**src/rtl/uart_rx_pkg.sv**
```systemverilog
// Shared UART constants, the receiver's output bundle and a majority-vote helper.
// Latency: n/a (package only).
// Backpressure: n/a; the receiver has no flow control.
//
// Contents:
//   UART_CLK_FREQ_DEF / UART_BPS_DEF - defaults shared by the transmitter and uart_rx
//   baud_cnt_max()                   - clocks per bit for a given clock/baud pair
//   maj3()                           - 2-of-3 vote used for mid-bit sampling
//   rx_out_t                         - registered output bundle of uart_rx
package uart_rx_pkg;

    localparam int unsigned UART_CLK_FREQ_DEF = 50_000_000;
    localparam int unsigned UART_BPS_DEF      = 115_200;

    // Integer division truncates: 50 MHz / 115200 gives 434 clocks per bit.
    function automatic int unsigned baud_cnt_max(input int unsigned clk_freq,
                                                 input int unsigned bps);
        return clk_freq / bps;
    endfunction

    function automatic logic maj3(input logic a, input logic b, input logic c);
        return (a & b) | (a & c) | (b & c);
    endfunction

    typedef struct packed {
        logic [7:0] data;       // last good byte
        logic       done;       // one-cycle strobe: data was just updated
        logic       frame_err;  // one-cycle strobe: stop bit was low
        logic       busy;       // receiver is inside a frame
    } rx_out_t;

endpackage

```
**src/rtl/uart_rx_if.sv**
```systemverilog
// Serial-line input and received-byte outputs of the UART receiver.
// Latency: n/a (signal bundle only).
// Backpressure: none; done is a strobe and the consumer must keep up.
//
// Modports:
//   master - line driver / byte consumer side (drives uart_rxd)
//   slave  - the receiver itself (drives the data, strobes and busy)
interface uart_rx_if;
    logic       uart_rxd;
    logic [7:0] uart_rx_data;
    logic       uart_rx_done;
    logic       uart_frame_err;
    logic       uart_rx_busy;

    modport master (
        output uart_rxd,
        input  uart_rx_data,
        input  uart_rx_done,
        input  uart_frame_err,
        input  uart_rx_busy
    );

    modport slave (
        input  uart_rxd,
        output uart_rx_data,
        output uart_rx_done,
        output uart_frame_err,
        output uart_rx_busy
    );
endinterface

```
**src/rtl/uart_rx_sync_2ff.sv**
```systemverilog
// Two-flop synchronizer for a single asynchronous level.
// Latency: 2 clk from d to q.
// Backpressure: none.
//
// Ports: clk, rst (async active-high), d (async input), q (synchronized output).
// RST_VAL is the value both stages take in reset, so a line idling at that
// level shows no transition when reset is released.
module sync_2ff #(
    parameter logic RST_VAL = 1'b1
) (
    input  logic clk,
    input  logic rst,
    input  logic d,
    output logic q
);

    logic [1:0] stage_q;
    logic [1:0] stage_d;

    always_comb begin
        stage_d = {stage_q[0], d};
    end

    always_ff @(posedge clk or posedge rst) begin
        if (rst) begin
            stage_q <= {2{RST_VAL}};
        end else begin
            stage_q <= stage_d;
        end
    end

    assign q = stage_q[1];

endmodule

```
**src/rtl/uart_rx.sv**
```systemverilog
// 8N1 UART receiver with 3-sample majority vote at mid-bit.
// Latency: done/frame_err strobe 1 clk after the stop-bit sample point (~mid stop bit).
// Backpressure: none; uart_rx_data holds until the next good frame only.
//
// Ports:
//   clk, rst      - system clock, async active-high reset
//   rx_if.slave   - uart_rxd in; uart_rx_data, uart_rx_done, uart_frame_err, uart_rx_busy out
module uart_rx
    import uart_rx_pkg::*;
#(
    parameter int unsigned CLK_FREQ = UART_CLK_FREQ_DEF,
    parameter int unsigned UART_BPS = UART_BPS_DEF
) (
    input  logic      clk,
    input  logic      rst,
    uart_rx_if.slave  rx_if
);

    localparam int unsigned BAUD_CNT_MAX = baud_cnt_max(CLK_FREQ, UART_BPS);
    localparam int unsigned HALF_CNT     = BAUD_CNT_MAX / 2;
    localparam int unsigned CNT_W        = $clog2(BAUD_CNT_MAX);

    localparam logic [CNT_W-1:0] CNT_ONE  = CNT_W'(1);
    localparam logic [CNT_W-1:0] CNT_LAST = CNT_W'(BAUD_CNT_MAX - 1);
    localparam logic [CNT_W-1:0] SMP_A    = CNT_W'(HALF_CNT - 1);
    localparam logic [CNT_W-1:0] SMP_B    = CNT_W'(HALF_CNT);
    localparam logic [CNT_W-1:0] SMP_PT   = CNT_W'(HALF_CNT + 1);

    typedef enum logic [1:0] {
        ST_IDLE  = 2'd0,
        ST_START = 2'd1,
        ST_DATA  = 2'd2,
        ST_STOP  = 2'd3
    } state_t;

    // ------------------------------------------------------------------
    // Line synchronizer plus one extra stage for edge detection
    // ------------------------------------------------------------------
    logic rxd_sync;
    logic rxd_d3_q;
    logic rxd_d3_d;
    logic fall_edge;

    sync_2ff #(
        .RST_VAL (1'b1)
    ) u_sync (
        .clk (clk),
        .rst (rst),
        .d   (rx_if.uart_rxd),
        .q   (rxd_sync)
    );

    assign rxd_d3_d  = rxd_sync;
    assign fall_edge = ~rxd_sync & rxd_d3_q;

    // ------------------------------------------------------------------
    // Receiver state
    // ------------------------------------------------------------------
    state_t           state_q,    state_d;
    logic [CNT_W-1:0] baud_cnt_q, baud_cnt_d;
    logic [2:0]       bit_cnt_q,  bit_cnt_d;
    logic [7:0]       shift_q,    shift_d;
    logic [1:0]       vote_q,     vote_d;     // [0] at HALF_CNT-1, [1] at HALF_CNT
    rx_out_t          out_q,      out_d;

    logic baud_wrap;
    logic smp_pt;
    logic bit_val;

    assign baud_wrap = (baud_cnt_q == CNT_LAST);
    assign smp_pt    = (baud_cnt_q == SMP_PT);
    // Third vote is the live synchronized line at the sample point itself.
    assign bit_val   = maj3(vote_q[0], vote_q[1], rxd_sync);

    always_comb begin
        state_d        = state_q;
        baud_cnt_d     = baud_cnt_q;
        bit_cnt_d      = bit_cnt_q;
        shift_d        = shift_q;
        vote_d         = vote_q;
        out_d          = out_q;
        out_d.done     = 1'b0;
        out_d.frame_err = 1'b0;

        if (state_q != ST_IDLE) begin
            baud_cnt_d = baud_wrap ? '0 : (baud_cnt_q + CNT_ONE);
            if (baud_cnt_q == SMP_A) vote_d[0] = rxd_sync;
            if (baud_cnt_q == SMP_B) vote_d[1] = rxd_sync;
        end

        case (state_q)
            ST_IDLE: begin
                baud_cnt_d = '0;
                if (fall_edge) begin
                    state_d   = ST_START;
                    bit_cnt_d = 3'd0;
                end
            end

            ST_START: begin
                if (smp_pt && bit_val) begin
                    // Line went back high before mid start bit: glitch.
                    state_d    = ST_IDLE;
                    baud_cnt_d = '0;
                end else if (baud_wrap) begin
                    state_d   = ST_DATA;
                    bit_cnt_d = 3'd0;
                end
            end

            ST_DATA: begin
                if (smp_pt) begin
                    shift_d = {bit_val, shift_q[7:1]};
                end
                if (baud_wrap) begin
                    if (bit_cnt_q == 3'd7) begin
                        state_d = ST_STOP;
                    end else begin
                        bit_cnt_d = bit_cnt_q + 3'd1;
                    end
                end
            end

            ST_STOP: begin
                // Leave at mid stop bit so a start bit following immediately
                // after a single stop bit is still caught as a falling edge.
                if (smp_pt) begin
                    state_d    = ST_IDLE;
                    baud_cnt_d = '0;
                    if (bit_val) begin
                        out_d.data = shift_q;
                        out_d.done = 1'b1;
                    end else begin
                        out_d.frame_err = 1'b1;
                    end
                end
            end

            default: begin
                state_d    = ST_IDLE;
                baud_cnt_d = '0;
            end
        endcase

        out_d.busy = (state_d != ST_IDLE);
    end

    always_ff @(posedge clk or posedge rst) begin
        if (rst) begin
            rxd_d3_q   <= 1'b1;
            state_q    <= ST_IDLE;
            baud_cnt_q <= '0;
            bit_cnt_q  <= 3'd0;
            shift_q    <= 8'h00;
            vote_q     <= 2'b11;
            out_q      <= '0;
        end else begin
            rxd_d3_q   <= rxd_d3_d;
            state_q    <= state_d;
            baud_cnt_q <= baud_cnt_d;
            bit_cnt_q  <= bit_cnt_d;
            shift_q    <= shift_d;
            vote_q     <= vote_d;
            out_q      <= out_d;
        end
    end

    assign rx_if.uart_rx_data   = out_q.data;
    assign rx_if.uart_rx_done   = out_q.done;
    assign rx_if.uart_frame_err = out_q.frame_err;
    assign rx_if.uart_rx_busy   = out_q.busy;

endmodule
```
**src/flat_wrapper.sv**
```systemverilog
// flat-port wrapper written by rule: the top's interface ports become plain ports
module uart_rx_flat import uart_rx_pkg::*;
#(
    parameter int unsigned CLK_FREQ = UART_CLK_FREQ_DEF,
    parameter int unsigned UART_BPS = UART_BPS_DEF
)
  (clk, rst, rx_if_uart_rxd, rx_if_uart_rx_data, rx_if_uart_rx_done, rx_if_uart_frame_err, rx_if_uart_rx_busy);
  uart_rx_if rx_if_i ();
  input  logic clk;
  input  logic rst;
  input wire logic [$bits(rx_if_i.uart_rxd)-1:0] rx_if_uart_rxd;
  output wire logic [$bits(rx_if_i.uart_rx_data)-1:0] rx_if_uart_rx_data;
  output wire logic [$bits(rx_if_i.uart_rx_done)-1:0] rx_if_uart_rx_done;
  output wire logic [$bits(rx_if_i.uart_frame_err)-1:0] rx_if_uart_frame_err;
  output wire logic [$bits(rx_if_i.uart_rx_busy)-1:0] rx_if_uart_rx_busy;
  assign rx_if_i.uart_rxd = rx_if_uart_rxd;
  assign rx_if_uart_rx_data = rx_if_i.uart_rx_data;
  assign rx_if_uart_rx_done = rx_if_i.uart_rx_done;
  assign rx_if_uart_frame_err = rx_if_i.uart_frame_err;
  assign rx_if_uart_rx_busy = rx_if_i.uart_rx_busy;
  uart_rx #(.CLK_FREQ(CLK_FREQ), .UART_BPS(UART_BPS)) u_core (.clk(clk), .rst(rst), .rx_if(rx_if_i));
endmodule
```
**config.mk**
```make
export PLATFORM = sky130hd
export DESIGN_NAME = uart_rx_flat
export DESIGN_NICKNAME = d
export VERILOG_FILES = /design/src/rtl/uart_rx_pkg.sv /design/src/rtl/uart_rx_if.sv /design/src/rtl/uart_rx_sync_2ff.sv /design/src/rtl/uart_rx.sv /design/src/flat_wrapper.sv
export SDC_FILE = /design/constraint.sdc
export NUM_CORES = 1
export LEC_CHECK = 0
export BUFFER_PORTS_ARGS = -buffer_cell sky130_fd_sc_hd__buf_2
export CELL_PAD_IN_SITES_DETAIL_PLACEMENT = 1
export CELL_PAD_IN_SITES_GLOBAL_PLACEMENT = 2
export CORE_ASPECT_RATIO = 1.1
export CORE_MARGIN = 2
export CORE_UTILIZATION = 43
export CTS_CLUSTER_SIZE = 12
export DETAILED_ROUTE_END_ITERATION = 16
export GPL_ROUTABILITY_DRIVEN = 1
export GPL_TIMING_DRIVEN = 0
export PLACE_DENSITY_LB_ADDON = 0.05
export RECOVER_POWER = 50
export SLEW_MARGIN = 15
export SYNTH_ARGS = -nofsm -noshare
export SYNTH_HDL_FRONTEND = slang
export SYNTH_SLANG_ARGS = --single-unit
```
**constraint.sdc**
```tcl
create_clock -name clk -period 3.8 [get_ports clk]
set_input_delay 0.57 -clock clk [delete_from_list [all_inputs] [get_ports clk]]
set_output_delay 0.57 -clock clk [all_outputs]
set_load 0.01 [all_outputs]
```
==> run_results.csv <==
group,metric,value,unit
clock_network,cts_hold_buf,0,
setup_path,startpoint_type,"flip-flop",
flow_run,drv_cap,0,
detailed_routing,num_vias,1186,
setup_path,critPathCaptureType,"flip-flop",
timing,fmax,518,MHz
timing,setup_tns,0,ns
synth,yosys-top-cells-count,"33 x dfrtp_1, 17 x mux2_2, 13 x nand2_1",
clock_network,htree_levels,2,
clock_network,post_cts_buffers,0,
placed_design,hpwlAfterDp,2510,µm
detailed_routing,drt_pass1_iterations,4,
synth,syn-instance-count,150,
placed_design,portBuffers,13,
timing,min_period_over_period,50.8,%
global_route,antenna_found_initial,0,
synth,yosysMostFrequentCell,"dfrtp_1",
timing,tightest_slew,1.39,ns
run_status,status,"complete, no violations",
clock_network,cts_buffer_depth,2,
setup_path,cp_max_fo,9,
timing,min_period,1.93,ns
die,initial_core_util,45.1,%
clock_network,clk_latency,0.28,ns
timing,setup_viol,0,
detailed_routing,drc,0,
timing,slew_violations,0,
power,powerDensity,434,nW/µm²
synth,yosysTopAreaCell,"dfrtp_1",
power,clockPowerShare,32.3,%
finish,syn_to_final_growth,12.4,%
timing,finalHoldViolations,0,
power,seq_power_share,53.2,%
clock_network,path_clk_slew,0.08,ns
die,core_area,3990,µm²
synth,syn_area,1800,µm²
setup_path,worst-endpoint-required,3.97,ns
clock_network,clock-sinks,38,
detailed_routing,wirelength,3480,µm
synth,avgSynthCellArea,12.0,µm²
timing,finClkSkew,0.00983,ns
detailed_routing,viasPerCell,5.32,
die,die_x,65.7,µm
clock_network,cts_root_buf,"clkbuf_8",
power,power.internal,629,µW
power,p_leak,0.000985,µW
detailed_routing,wire_per_inst,15.6,µm
synth,ys_warn_count,0,
power,ir_drop,252,µV
die,pin_count,14,
clock_network,cts_resized,0,
global_route,grt_max_degree,39,
synth,synth_edf_count,0,
global_route,grt.overflow.total,0,
min_path,min-delay-path-class,"reg -> reg",
global_route,grt_usage,17.0,%
placed_design,finalWeightedCongestion,0.823,
setup_path,cp_data_arrival_time,2.10,ns
synth,synthTopCellsByArea,"dfrtp_1 46%, mux2_2 11%, dfstp_2 7.3%",
finish,fill_cells,434,
power,pwr-share-comb,14.5,%
power,switching_share,28.4,%
synth,yosysTopAreaCellShare,45.9,%
die,die_h,71.8,µm
synth,ys_seq_elements,38,
global_route,grt_pass1_vias,1310,
die,fp.dieArea,4720,µm²
synth,yosysSeqAreaShare,53.2,%
synth,yosysUniqueCellTypes,38,
synth,async_flop_share,100,%
detailed_routing,drt-initial-drc-count,61,
detailed_routing,drt.antenna.violating_nets,0,
finish,nNetsFinal,179,
timing,relSlewSlack,7.02,%
timing,rsz0062_at_grt,"false",
global_route,grt_pass1_wl,6110,µm
synth,syn-num-nets,159,
finish,layout-drive-gt1-share,32.2,%
finish,utilization,50.6,%
power,netSwitchingPower,249,µW
setup_path,crit_type,"reg -> reg",
finish,antennaDiodeCount,0,
synth,synth-main-ff-cell,"dfrtp_1",
clock_network,cts_tree,"yes",
clock_network,cts_made_buffers,5,
die,rows,24,
==> cell type report <==
class,count,area [µm²],share of cell area (%)
Clock buffer,6,82.6,4.08
Timing Repair Buffer,13,62.6,3.09
Buffer,5,41.3,2.04
Tap cell,52,65.1,3.22
Multi-Input combinational cell,101,778,38.5
Inverter,6,22.5,1.11
Sequential cell,38,957,47.3
Clock inverter,2,12.5,0.619
==> worst max-delay path, cell delays in order (launching register included) <==
cell	delay (ns)
dfrtp_1	0.44
inv_1	0.13
ha_1	0.16
nor4b_2	0.24
and2_1	0.18
buf_6	0.12
nand4_4	0.20
mux2_4	0.35
==> power by group through the flow <==
stage / combinational [µW] / sequential [µW] / clock (µW)
floorplan: 94.5 / 464 / 0
global placement: 122 / 472 / 0
detailed placement: 125 / 473 / 0
CTS: 129 / 466 / 295
global route: 146 / 472 / 314
finish: 127 / 467 / 284
==> sequential cells by signal (all words and copies together) (netlist names) <==
register	cells
u_core.baud_cnt_q	9
u_core.rx_if.uart_rx_data	8
u_core.shift_q	8
u_core.bit_cnt_q	3
u_core.state_q	2
u_core.u_sync.stage_q	2
u_core.vote_q	2
u_core.rx_if.uart_frame_err	1
u_core.rx_if.uart_rx_busy	1
u_core.rx_if.uart_rx_done	1
u_core.rxd_d3_q	1
==> placed cells by master, fill, tap and decap left out, types with 2 or more instances in the layout <==
| master | instances |
|---|---|
| a21oi_1 | 5 |
| a221o_1 | 3 |
| a31o_2 | 2 |
| and2_1 | 4 |
| and3_1 | 3 |
| buf_2 | 11 |
| buf_4 | 2 |
| buf_6 | 2 |
| clkbuf_1 | 3 |
| clkbuf_8 | 6 |
| dfrtp_1 | 33 |
| dfstp_2 | 4 |
| ha_1 | 6 |
| inv_1 | 6 |
| mux2_2 | 17 |
| nand2_1 | 13 |
| nand2_2 | 2 |
| nand3_1 | 2 |
| nand4_1 | 2 |
| nor2_1 | 8 |
| nor2b_1 | 2 |
| nor3_1 | 7 |
| o2111ai_1 | 2 |
| o21ai_0 | 2 |
| or3_1 | 2 |
| xnor2_1 | 4 |
| xor2_1 | 2 |
==> worst paths after layout <==
| kind | start | end | slack [ns] | cells past startpoint |
|---|---|---|---|---|
| hold / removal | u_core.u_sync.stage_q[0]$_DFF_PP1_ | u_core.u_sync.stage_q[1]$_DFF_PP1_ | 0.36 | 0 |
| max in group asynchronous | rst | u_core.rx_if.uart_rx_data[1]$_DFFE_PP0P_ | 2.30 | 2 |
| setup reg to reg | u_core.baud_cnt_q[0]$_DFF_PP0_ | u_core.rx_if.uart_rx_data[7]$_DFFE_PP0P_ | 1.87 | 7 |
| setup / recovery | u_core.baud_cnt_q[0]$_DFF_PP0_ | u_core.rx_if.uart_rx_data[7]$_DFFE_PP0P_ | 1.87 | 7 |
| min in group asynchronous | rst | u_core.rx_if.uart_rx_data[0]$_DFFE_PP0P_ | 0.69 | 2 |
| hold reg to reg | u_core.u_sync.stage_q[0]$_DFF_PP1_ | u_core.u_sync.stage_q[1]$_DFF_PP1_ | 0.36 | 0 |
==> through the flow <==
step | setup slack (ns) | instance area (µm²) | hold slack [ns] | power [µW] | cells
floorplan | 2.10 | 1800 | 0.345 | 559 | 150
detailed placement | 1.87 | 1930 | 0.348 | 599 | 215
finish | 1.87 | 2020 | 0.362 | 877 | 223
global route | 1.75 | 2020 | 0.368 | 933 | 223
global placement | 1.90 | 1930 | 0.347 | 595 | 215
CTS | 1.86 | 2020 | 0.358 | 890 | 223
==> logic make-up (layout without fill, tap and decap cells) <==
logic type / Yosys count / after routing / share of synthesized area [%]
xor gates and xnor gates: 6 / 6 / 2.92
adders and majority gates: 7 / 7 / 4.73
buffers and inverters: 11 / 32 / 3.55
and+or+nand+nor: 52 / 52 / 16.7
AOI/OAI and AO/OA: 18 / 18 / 7.44
muxes: 18 / 18 / 11.5
DFF: 38 / 38 / 53.2
==> routing by layer <==
layer	wire, µm	vias to the layer above	track usage [%]
li1	-	568	-
met1	1640	603	22.4
met2	1740	11	28.1
met3	70	4	3.30
met4	26	0	5.56
met5	0	-	0
No activity file was read; power rests on OpenSTA's default activity.
